===== src/rtl/mem_bist_master.sv =====
`default_nettype none
// ============================================================================
// Module      : mem_bist_master
// Description : Memory BIST initiator on the native memory bus. Writes a
//               per-word pattern, reads it back, writes the inverse and reads
//               that back, counting mismatching words and aborting on a
//               responder that never answers.
// Revision    : 1.0 - initial release
// ============================================================================
module mem_bist_master #(
  parameter logic [31:0] BASE_ADDR = 32'h0000_0000,
  parameter int unsigned NUM_WORDS = 1024,
  parameter int unsigned TIMEOUT   = 255
) (
  input  logic        clk,
  input  logic        reset_i,
  input  logic        start,
  output logic        busy,
  output logic        done,
  output logic        pass,
  output logic        timeout,
  output logic [15:0] err_count,
  output logic [31:0] fail_addr,
  output logic        mem_valid,
  output logic        mem_instr,
  input  logic        mem_ready,
  output logic [31:0] mem_addr,
  output logic [31:0] mem_wdata,
  output logic [3:0]  mem_wstrb,
  input  logic [31:0] mem_rdata
);

  typedef enum logic [2:0] {
    S_IDLE      = 3'd0,
    S_WRITE     = 3'd1,
    S_READ      = 3'd2,
    S_WRITE_INV = 3'd3,
    S_READ_INV  = 3'd4,
    S_DONE      = 3'd5
  } state_t;

  // Word addresses are always aligned; the low two bits of the base are dropped.
  localparam logic [31:0] c_BASE     = {BASE_ADDR[31:2], 2'b00};
  localparam logic [15:0] c_LAST_IDX = 16'(NUM_WORDS - 1);
  localparam logic [15:0] c_TMO_LAST = 16'(TIMEOUT - 1);

  state_t      r_state, w_state_nxt;
  logic        r_gap,   w_gap_nxt;    // 1 = idle cycle between transfers
  logic [15:0] r_idx,   w_idx_nxt;
  logic [15:0] r_wait,  w_wait_nxt;   // consecutive stalled request cycles
  logic        r_valid, w_valid_nxt;
  logic [31:0] r_addr,  w_addr_nxt;
  logic [31:0] r_wdata, w_wdata_nxt;
  logic [3:0]  r_wstrb, w_wstrb_nxt;
  logic [15:0] r_err,   w_err_nxt;
  logic [31:0] r_fail,  w_fail_nxt;
  logic        r_tmo,   w_tmo_nxt;

  logic        w_load_req;
  logic        w_xfer;
  logic        w_is_read;
  logic        w_last;
  logic [31:0] w_expect;

  function automatic logic [31:0] f_pattern(input logic [15:0] idx);
    return {idx, ~idx};
  endfunction

  function automatic state_t f_next_phase(input state_t s);
    case (s)
      S_WRITE:     return S_READ;
      S_READ:      return S_WRITE_INV;
      S_WRITE_INV: return S_READ_INV;
      default:     return S_DONE;
    endcase
  endfunction

  // State and datapath registers; async reset forces an idle, silent bus.
  always_ff @(posedge clk or posedge reset_i) begin
    if (reset_i) begin
      r_state <= S_IDLE;
      r_gap   <= 1'b0;
      r_idx   <= 16'd0;
      r_wait  <= 16'd0;
      r_valid <= 1'b0;
      r_addr  <= 32'd0;
      r_wdata <= 32'd0;
      r_wstrb <= 4'd0;
      r_err   <= 16'd0;
      r_fail  <= 32'd0;
      r_tmo   <= 1'b0;
    end else begin
      r_state <= w_state_nxt;
      r_gap   <= w_gap_nxt;
      r_idx   <= w_idx_nxt;
      r_wait  <= w_wait_nxt;
      r_valid <= w_valid_nxt;
      r_addr  <= w_addr_nxt;
      r_wdata <= w_wdata_nxt;
      r_wstrb <= w_wstrb_nxt;
      r_err   <= w_err_nxt;
      r_fail  <= w_fail_nxt;
      r_tmo   <= w_tmo_nxt;
    end
  end

  // Next-state logic: sequencing, compare, timeout and request launch.
  always_comb begin
    w_state_nxt = r_state;
    w_gap_nxt   = r_gap;
    w_idx_nxt   = r_idx;
    w_wait_nxt  = r_wait;
    w_valid_nxt = r_valid;
    w_addr_nxt  = r_addr;
    w_wdata_nxt = r_wdata;
    w_wstrb_nxt = r_wstrb;
    w_err_nxt   = r_err;
    w_fail_nxt  = r_fail;
    w_tmo_nxt   = r_tmo;
    w_load_req  = 1'b0;
    w_xfer      = r_valid && mem_ready;
    w_is_read   = (r_state == S_READ) || (r_state == S_READ_INV);
    w_last      = (r_idx == c_LAST_IDX);
    w_expect    = (r_state == S_READ_INV) ? ~f_pattern(r_idx) : f_pattern(r_idx);

    case (r_state)
      S_IDLE, S_DONE: begin
        if (start) begin
          w_err_nxt   = 16'd0;
          w_fail_nxt  = 32'd0;
          w_tmo_nxt   = 1'b0;
          w_state_nxt = S_WRITE;
          w_idx_nxt   = 16'd0;
          w_gap_nxt   = 1'b0;
          w_wait_nxt  = 16'd0;
          w_load_req  = 1'b1;
        end
      end
      S_WRITE, S_READ, S_WRITE_INV, S_READ_INV: begin
        if (r_gap) begin
          w_gap_nxt  = 1'b0;
          w_load_req = 1'b1;
        end else if (w_xfer) begin
          if (w_is_read && (mem_rdata != w_expect)) begin
            if (r_err != 16'hFFFF) w_err_nxt = r_err + 16'd1;
            // Only the first mismatch of a run is recorded.
            if (r_err == 16'd0) w_fail_nxt = r_addr;
          end
          w_wait_nxt  = 16'd0;
          w_valid_nxt = 1'b0;
          if (w_last) begin
            w_idx_nxt   = 16'd0;
            w_state_nxt = f_next_phase(r_state);
            w_gap_nxt   = (f_next_phase(r_state) != S_DONE);
          end else begin
            w_idx_nxt = r_idx + 16'd1;
            w_gap_nxt = 1'b1;
          end
        end else if (r_wait == c_TMO_LAST) begin
          // Responder stalled too long: abort and report the stuck address.
          w_valid_nxt = 1'b0;
          w_tmo_nxt   = 1'b1;
          w_fail_nxt  = r_addr;
          w_wait_nxt  = 16'd0;
          w_state_nxt = S_DONE;
        end else begin
          w_wait_nxt = r_wait + 16'd1;
        end
      end
      default: w_state_nxt = S_IDLE;
    endcase

    if (w_load_req) begin
      w_valid_nxt = 1'b1;
      w_addr_nxt  = c_BASE + {14'd0, w_idx_nxt, 2'b00};
      case (w_state_nxt)
        S_WRITE: begin
          w_wdata_nxt = f_pattern(w_idx_nxt);
          w_wstrb_nxt = 4'hF;
        end
        S_WRITE_INV: begin
          w_wdata_nxt = ~f_pattern(w_idx_nxt);
          w_wstrb_nxt = 4'hF;
        end
        default: begin
          w_wdata_nxt = 32'd0;
          w_wstrb_nxt = 4'h0;
        end
      endcase
    end
  end

  assign busy      = (r_state == S_WRITE) || (r_state == S_READ) ||
                     (r_state == S_WRITE_INV) || (r_state == S_READ_INV);
  assign done      = (r_state == S_DONE);
  assign pass      = done && (r_err == 16'd0) && !r_tmo;
  assign timeout   = r_tmo;
  assign err_count = r_err;
  assign fail_addr = r_fail;
  assign mem_valid = r_valid;
  assign mem_instr = 1'b0;
  assign mem_addr  = r_addr;
  assign mem_wdata = r_wdata;
  assign mem_wstrb = r_wstrb;

endmodule
`default_nettype wire


===== config.mk =====
export PLATFORM = sky130hd
export DESIGN_NAME = mem_bist_master
export DESIGN_NICKNAME = d
export VERILOG_FILES = /design/src/rtl/mem_bist_master.sv
export SDC_FILE = /design/constraint.sdc
export NUM_CORES = 1
export LEC_CHECK = 0
export ABC_AREA = 0
export CAP_MARGIN = 25
export CORE_MARGIN = 2
export CORE_UTILIZATION = 40
export CTS_CLUSTER_SIZE = 14
export DETAILED_ROUTE_END_ITERATION = 10
export GPL_TIMING_DRIVEN = 0
export PLACE_DENSITY = 0.76
export SLEW_MARGIN = 20
export SYNTH_ARGS = -nofsm -noshare
export SYNTH_HDL_FRONTEND = slang
export SYNTH_SLANG_ARGS = --single-unit
export TNS_END_PERCENT = 20

===== constraint.sdc =====
create_clock -name clk -period 9.12 [get_ports clk]
set_clock_uncertainty 0.1 [all_clocks]
set_input_delay 1.368 -clock clk [delete_from_list [all_inputs] [get_ports clk]]
set_output_delay 1.368 -clock clk [all_outputs]
set_load 0.05 [all_outputs]

==> flow_summary.json, run 1 <==
{
  "outcome": "finished clean",
  "post_cts_resized": 0,
  "placed_area_mm2": 0.00895,
  "rows": 49,
  "hold_end": "mem_wdata[4]",
  "worstSkewPairLatency_ns": 0.42,
  "crit_fanout": 10,
  "p_per_area_mw_per_mm2": 313,
  "avgRoutedWirePerCell_um": 17.2,
  "die_y_um": 139,
  "path_class": "register to primary output",
  "antenna_found_initial": 0,
  "hold_viol": 0,
  "antenna_left": 0,
  "r2r_end": "fail_addr[8]",
  "grt_pass1_vias": 6544,
  "p_seq_share_pct": 26.7,
  "numPortBuffers": 123,
  "clockPowerShare_pct": 20.3,
  "period_needed_ns": 4.70,
  "arrival_ns": 3.23,
  "syn_area_mm2": 0.00726,
  "cts_tree": "done",
  "grt_pass1_wl_um": 34400,
  "syn_inst": 832,
  "p_sw_mw": 1.43,
  "drt_wl_total_um": 21400,
  "clk_path_buf_depth": 2,
  "grt_use_total_pct": 22.0,
  "min_path_cells": 2,
  "synth_top_family_by_area": "simple AND/OR/NAND/NOR gates",
  "ys_seq_area_share_pct": 41.0,
  "highest_layer": "met4",
  "cp_data_required_time_ns": 7.65,
  "drv_slew": 0,
  "dr.pass1.iters": 5,
  "vdd_drop_max_uv": 210,
  "critPathLaunch": "r_state[1]",
  "final_design_area_no_fill_mm2": 0.00949,
  "p_comb_share_pct": 52.9,
  "dieArea_mm2": 0.0192,
  "rrSetupSlack_ns": 5.11,
  "power.total_mw": 2.97,
  "antenna_cells": 0,
  "wl_met2_um": 9840,
  "synthTopCellsByArea": "dfrtp_1 (41%), mux2i_1 (4.3%), nand2_1 (4.2%)",
  "ys_types": 64,
  "maxSlewHeadroom_pct": 43.0,
  "htree_levels": 4,
  "drive_gt1_share_pct": 9.01,
  "clock_sinks": 119,
  "internal-power_mw": 1.53,
  "synth_top_area_share_pct": 41.0,
  "wl_met3_um": 1640,
  "initial_utilization_pct": 40.6,
  "async_flop_share_pct": 100,
  "post-cts-setup-buffers": 0,
  "drc_errors": 0,
  "wl_met1_um": 9540,
  "synth-edff-count": 0,
  "fp.coreArea_mm2": 0.0179,
  "synthMuxAreaShare_pct": 4.58,
  "p_leak_nw": 4.28,
  "dp_hpwl_um": 15700,
  "globalplace.congestion": 0.914,
  "clk_pin_slew_worst_paths_ns": 0.06,
  "maxCapViolations": 0,
  "drt_iter0_drc": 592,
  "layout.nets": 1049,
  "start_kind": "register",
  "cts_hold_buffers": 0,
  "yosys_warnings": 0,
  "synth_ff_type": "dfrtp_1",
  "die_x_um": 139,
  "synth.avg_cell_area_um2": 8.73,
  "avgViaCountPerCell": 5.58,
  "reg2regPathDepth": 9,
  "r2r-start": "r_state[1]",
  "cts-root-buf": "clkbuf_16",
  "synthAdderAreaFrac_pct": 0.862,
  "yosysMostFrequentCell": "dfrtp_1",
  "hp-class": "register to register",
  "yosys.area_share.simple_pct": 23.0,
  "worst_pin_slew_ns": 0.849,
  "swShare_pct": 48.4,
  "yosys-top-cells-count": "dfrtp_1 (119), nand2_1 (82), nor2_1 (68), a21oi_1 (54), o21ai_0 (39)",
  "holdWs_ns": 0.391,
  "tns_ns": 0,
  "yosys.area.top_type": "dfrtp_1",
  "rsz0062_at_grt": "no",
  "vias": 6980,
  "synth_compound_area_share_pct": 18.0,
  "grt_max_degree": 78,
  "fmax_ghz": 0.213,
  "min_from": "mem_wdata[4]",
  "synthXorXnorAreaFrac_pct": 4.34,
  "area_delta_synth_final_pct": 30.7,
  "post-route-period-util_pct": 51.5,
  "yosys_register_bits": 119,
  "end_kind": "primary output",
  "setup_violations": 0,
  "grt-ovfl-total": 0,
  "cts_buffers": 17,
  "io_pins": 158
}
==> registers in the layout, summed over array words and instances (netlist names) <==
signal and flops:
err_count 16, r_idx 16, mem_valid 1, mem_wdata 32, timeout 1, r_wait 16
mem_addr 16, fail_addr 16, r_gap 1, r_state 3, mem_wstrb 1
==> through the flow <==
stage               setup slack (ns)  utilization (%)  std cells
floorplan                       4.49                -        864
global placement                2.73             49.7       1216
detailed placement              4.14             50.0       1218
CTS                             4.46             53.0       1250
global route                    4.19             53.0       1250
finish                          4.42             53.0       1250
==> power by group through the flow <==
stage	Combinational, mW	Sequential [mW]	Clock (mW)
finish	1.57	0.793	0.603
global route	1.68	0.808	0.631
CTS	1.57	0.791	0.608
detailed placement	1.56	0.797	0
global placement	1.54	0.796	0
floorplan	0.664	1.18	0
==> routing by layer <==
| metal | vias up | global-route usage [%] |
|---|---|---|
| li1 | 3295 | - |
| met3 | 34 | 4.28 |
| met2 | 319 | 34.9 |
| met5 | - | 0 |
| met1 | 3332 | 30.7 |
| met4 | 0 | 6.43 |
==> cells in the final DEF (no fill, tap or decap), drive strengths merged, types with 5 or more instances in the layout <==
| master | n |
|---|---|
| nor3 | 12 |
| nor2b | 14 |
| dfrtp | 119 |
| inv | 30 |
| or4 | 11 |
| o31ai | 9 |
| conb | 33 |
| and2 | 5 |
| nand2b | 14 |
| and4 | 6 |
| and3 | 19 |
| nand2 | 82 |
| o21ai | 61 |
| clkinv | 6 |
| a31oi | 6 |
| nand3b | 5 |
| nor2 | 68 |
| ha | 5 |
| o41ai | 6 |
| a22o | 16 |
| nand3 | 25 |
| nand4 | 19 |
| o211ai | 7 |
| xnor2 | 13 |
| clkdlybuf4s50 | 123 |
| a221o | 6 |
| buf | 50 |
| xor2 | 23 |
| a211oi | 9 |
| nor4 | 15 |
| or3 | 10 |
| mux2i | 31 |
| a21oi | 54 |
| clkbuf | 58 |
==> cell type report <==
class / instances / area (µm²)
plain buffers: 85 / 487
flip-flops and latches: 119 / 2980
inverters: 29 / 114
clock inverters: 11 / 76.3
multi-input cells: 631 / 3820
repair buffers: 125 / 1260
well taps: 229 / 287
fillers: 1636 / 8410
clock buffers: 21 / 460
==> worst max path at each step <==
stage	endpoint	depth (start not counted)
after floorplan	err_count[0]	1
after global placement	fail_addr[14]	2
after detailed placement	fail_addr[8]	9
after CTS	busy	6
after global routing	busy	6
final	busy	6
==> logic make-up (layout without fill, tap and decap cells) <==
group                      after synthesis  in the layout
and+or+nand+nor                        320            320
AOI/OAI and AO/OA                      205            205
DFF                                    119            119
buffers and inverters                  114            271
xor gates and xnor gates                36             36
muxes                                   32             32
adders and majority gates                5              5
other                                    1             33
==> critical path, cell delays in order (launching register included) <==
cell	delay, ns
dfrtp_1	0.37
clkbuf_1	0.21
o21ai_0	0.40
nand2_1	0.30
inv_1	0.14
clkbuf_1	0.47
clkdlybuf4s50_1	0.92
Note: power is estimated with default switching activity, not from simulation.
==> run 2: changes to the inputs <==
--- a/config.mk
+++ b/config.mk
@@ -12,7 +12,7 @@
 export CTS_CLUSTER_SIZE = 14
 export DETAILED_ROUTE_END_ITERATION = 10
 export GPL_TIMING_DRIVEN = 0
-export PLACE_DENSITY = 0.76
+export PLACE_DENSITY = 0.79
 export SLEW_MARGIN = 20
 export SYNTH_ARGS = -nofsm -noshare
 export SYNTH_HDL_FRONTEND = slang
==> constraint.sdc (replaced) <==
create_clock -name clk -period 3.76 [get_ports clk]
set_clock_uncertainty 0.1 [all_clocks]
set_input_delay 0.564 -clock clk [delete_from_list [all_inputs] [get_ports clk]]
set_output_delay 0.564 -clock clk [all_outputs]
set_load 0.05 [all_outputs]
==> run 2 against run 1 <==
  * Non-clock buffer count is 2 higher
  * Sequential power is 140% higher
  * Combinational power is 150% higher
  * Wire length is 2.1% higher
  * Setup slack worse by 4.3 ns
  * Cell count is 0.16% higher
  * Sequential share of layout area is 0.45 points lower
  * First-iteration DRC count is 22% higher
  * Critical path depth is 4 higher
  * Power is 150% higher
  * Critical endpoint is now mem_wdata[21]
==> flow_summary.json, run 2 (synthesis gave the netlist of run 1 again) <==
{
  "outcome": "finished clean",
  "tns_ns": 0,
  "drive_gt1_share_pct": 10.6,
  "layout.nets": 1051,
  "arrival_ns": 3.88,
  "vdd_drop_max_uv": 585,
  "crit_slowest_cell": "or4_1",
  "cts_buffers": 17,
  "fin_util_pct": 53.8,
  "cp_data_required_time_ns": 4.00,
  "largest_reg_flops": 32,
  "io_pins": 158,
  "maxSlewHeadroom_pct": 38.6,
  "htree_levels": 4,
  "antenna_found_initial": 0,
  "setup_violations": 0,
  "numPortBuffers": 123,
  "clockPowerShare_pct": 21.1,
  "clock_sinks": 119,
  "start_kind": "register",
  "worst_pin_slew_ns": 0.916,
  "initial_utilization_pct": 40.6,
  "drt_iter0_drc": 720,
  "die_x_um": 139,
  "die_y_um": 139,
  "p_seq_share_pct": 26.1,
  "layout_common_cells": "clkdlybuf4s50_1 (122), dfrtp_1 (118), nand2_1 (82), nor2_1 (68), a21oi_1 (52)",
  "post-route-period-util_pct": 96.8,
  "fmax_ghz": 0.275,
  "maxCapViolations": 0,
  "pre_cts_slack_ns": -0.463,
  "grt_max_degree": 35,
  "worstSkewPairLatency_ns": 0.42,
  "drv_slew": 0,
  "clk_pin_slew_worst_paths_ns": 0.06,
  "final_common_cell": "clkdlybuf4s50_1",
  "area_delta_synth_final_pct": 32.6,
  "dr.pass1.iters": 5,
  "grt-ovfl-total": 0,
  "grt_use_total_pct": 22.5,
  "power.total_mw": 7.36,
  "drt_wl_total_um": 21900,
  "avgViaCountPerCell": 5.60,
  "dieArea_mm2": 0.0192,
  "grt_pass1_wl_um": 34900,
  "max_stage_delay_ns": 0.58,
  "period_needed_ns": 3.64,
  "fp.coreArea_mm2": 0.0179,
  "cts_tree": "done",
  "p_comb_share_pct": 52.7,
  "rows": 49,
  "hp-class": "register to register",
  "clk_path_buf_depth": 2,
  "p_per_area_mw_per_mm2": 765,
  "vias": 7015,
  "path_cells": "or4_1 > or4_1 > clkbuf_1 > or4_1 > o211ai_2 > nor3b_4 > buf_6 > buf_6 > a21oi_1 > a21oi_1",
  "setup_slack_ns": 0.120,
  "crit_top_cell": "or4_1",
  "fillers": 1589,
  "antenna_left": 0,
  "globalplace.congestion": 0.937,
  "p_sw_mw": 3.53,
  "p_leak_nw": 4.33,
  "dp_hpwl_um": 16100,
  "hold_viol": 0,
  "avgRoutedWirePerCell_um": 17.5,
  "crit_fanout": 10,
  "path_class": "register to register",
  "swShare_pct": 48.0,
  "internal-power_mw": 3.83,
  "rsz0062_at_grt": "no",
  "antenna_cells": 0,
  "drc_errors": 0,
  "cts-root-buf": "clkbuf_16",
  "end_kind": "register",
  "grt_pass1_vias": 6572
}
run 2: cell types whose count changed in the layout (fill, tap and decap cells not counted), moves of 2 or more:
cell | before | now
buf_12 | 0 | 3
clkinv_2 | 4 | 2
clkbuf_1 | 39 | 35
buf_4 | 37 | 40
clkbuf_2 | 0 | 2
a21oi_2 | 0 | 2
nor4_1 | 14 | 12
a21oi_1 | 54 | 52
run 2: repair_timing:
action                     4_1_cts  5_1_grt
cloned                           0        0
setup buffers                    0        3
gates resized for setup          7       11
setup endpoints to repair       31       53
pin swaps                        0        1
hold buffers                     0        0
run 2: worst paths after layout:
kind                                    from       endpoint  slack [ns]  cells after the start
worst min-delay path            mem_wdata[3]   mem_wdata[3]        0.38                      2
min in group asynchronous            reset_i     r_wait[13]        0.46                      2
max in group asynchronous            reset_i       r_idx[1]        2.31                      4
worst max register to register     r_idx[13]  mem_wdata[21]        0.12                     10
worst min register to register  mem_wdata[3]   mem_wdata[3]        0.38                      2
worst max-delay path               r_idx[13]  mem_wdata[21]        0.12                     10
run 2: final cells by class:
type / count / area [µm²] / share of cell area [%]
plain buffers: 82 / 480 / 4.99
inverters: 29 / 113 / 1.17
clock inverters: 10 / 96.3 / 1.00
clock buffers: 22 / 474 / 4.92
well taps: 229 / 287 / 2.98
multi-input cells: 631 / 3880 / 40.3
flip-flops and latches: 119 / 2980 / 30.9
repair buffers: 130 / 1320 / 13.7
run 2: per-layer routing:
metal	part of all wire, %	global-route usage (%)	vias to the layer above
met2	46	35.7	323
met1	44	31.0	3371
li1	-	-	3284
met4	2.2	7.97	0
met5	0	0	-
met3	7.9	4.45	37
run 2: critical path, delay by kind of cell, from the launching register on:
family          cells  cell delay, ns
simple gates        4            1.99
buf+inv             3            0.53
flops               1            0.49
compound gates      3            0.44
run 2: power by group through the flow:
stage	combinational, mW	clock [mW]	sequential [mW]
2_1_floorplan	1.61	0	2.87
3_3_place_gp	3.73	0	1.93
3_5_place_dp	3.81	0	1.93
4_1_cts	3.84	1.57	1.92
5_1_grt	4.14	1.63	1.96
6_report	3.88	1.56	1.92
run 2: stage by stage:
step,hold slack (ns),cells,area (µm²)
floorplan,0.359,864,7380
finish,0.382,1252,9630
CTS,0.389,1252,9590
global route,0.409,1252,9630
global placement,0.374,1216,8900
detailed placement,0.375,1220,8980
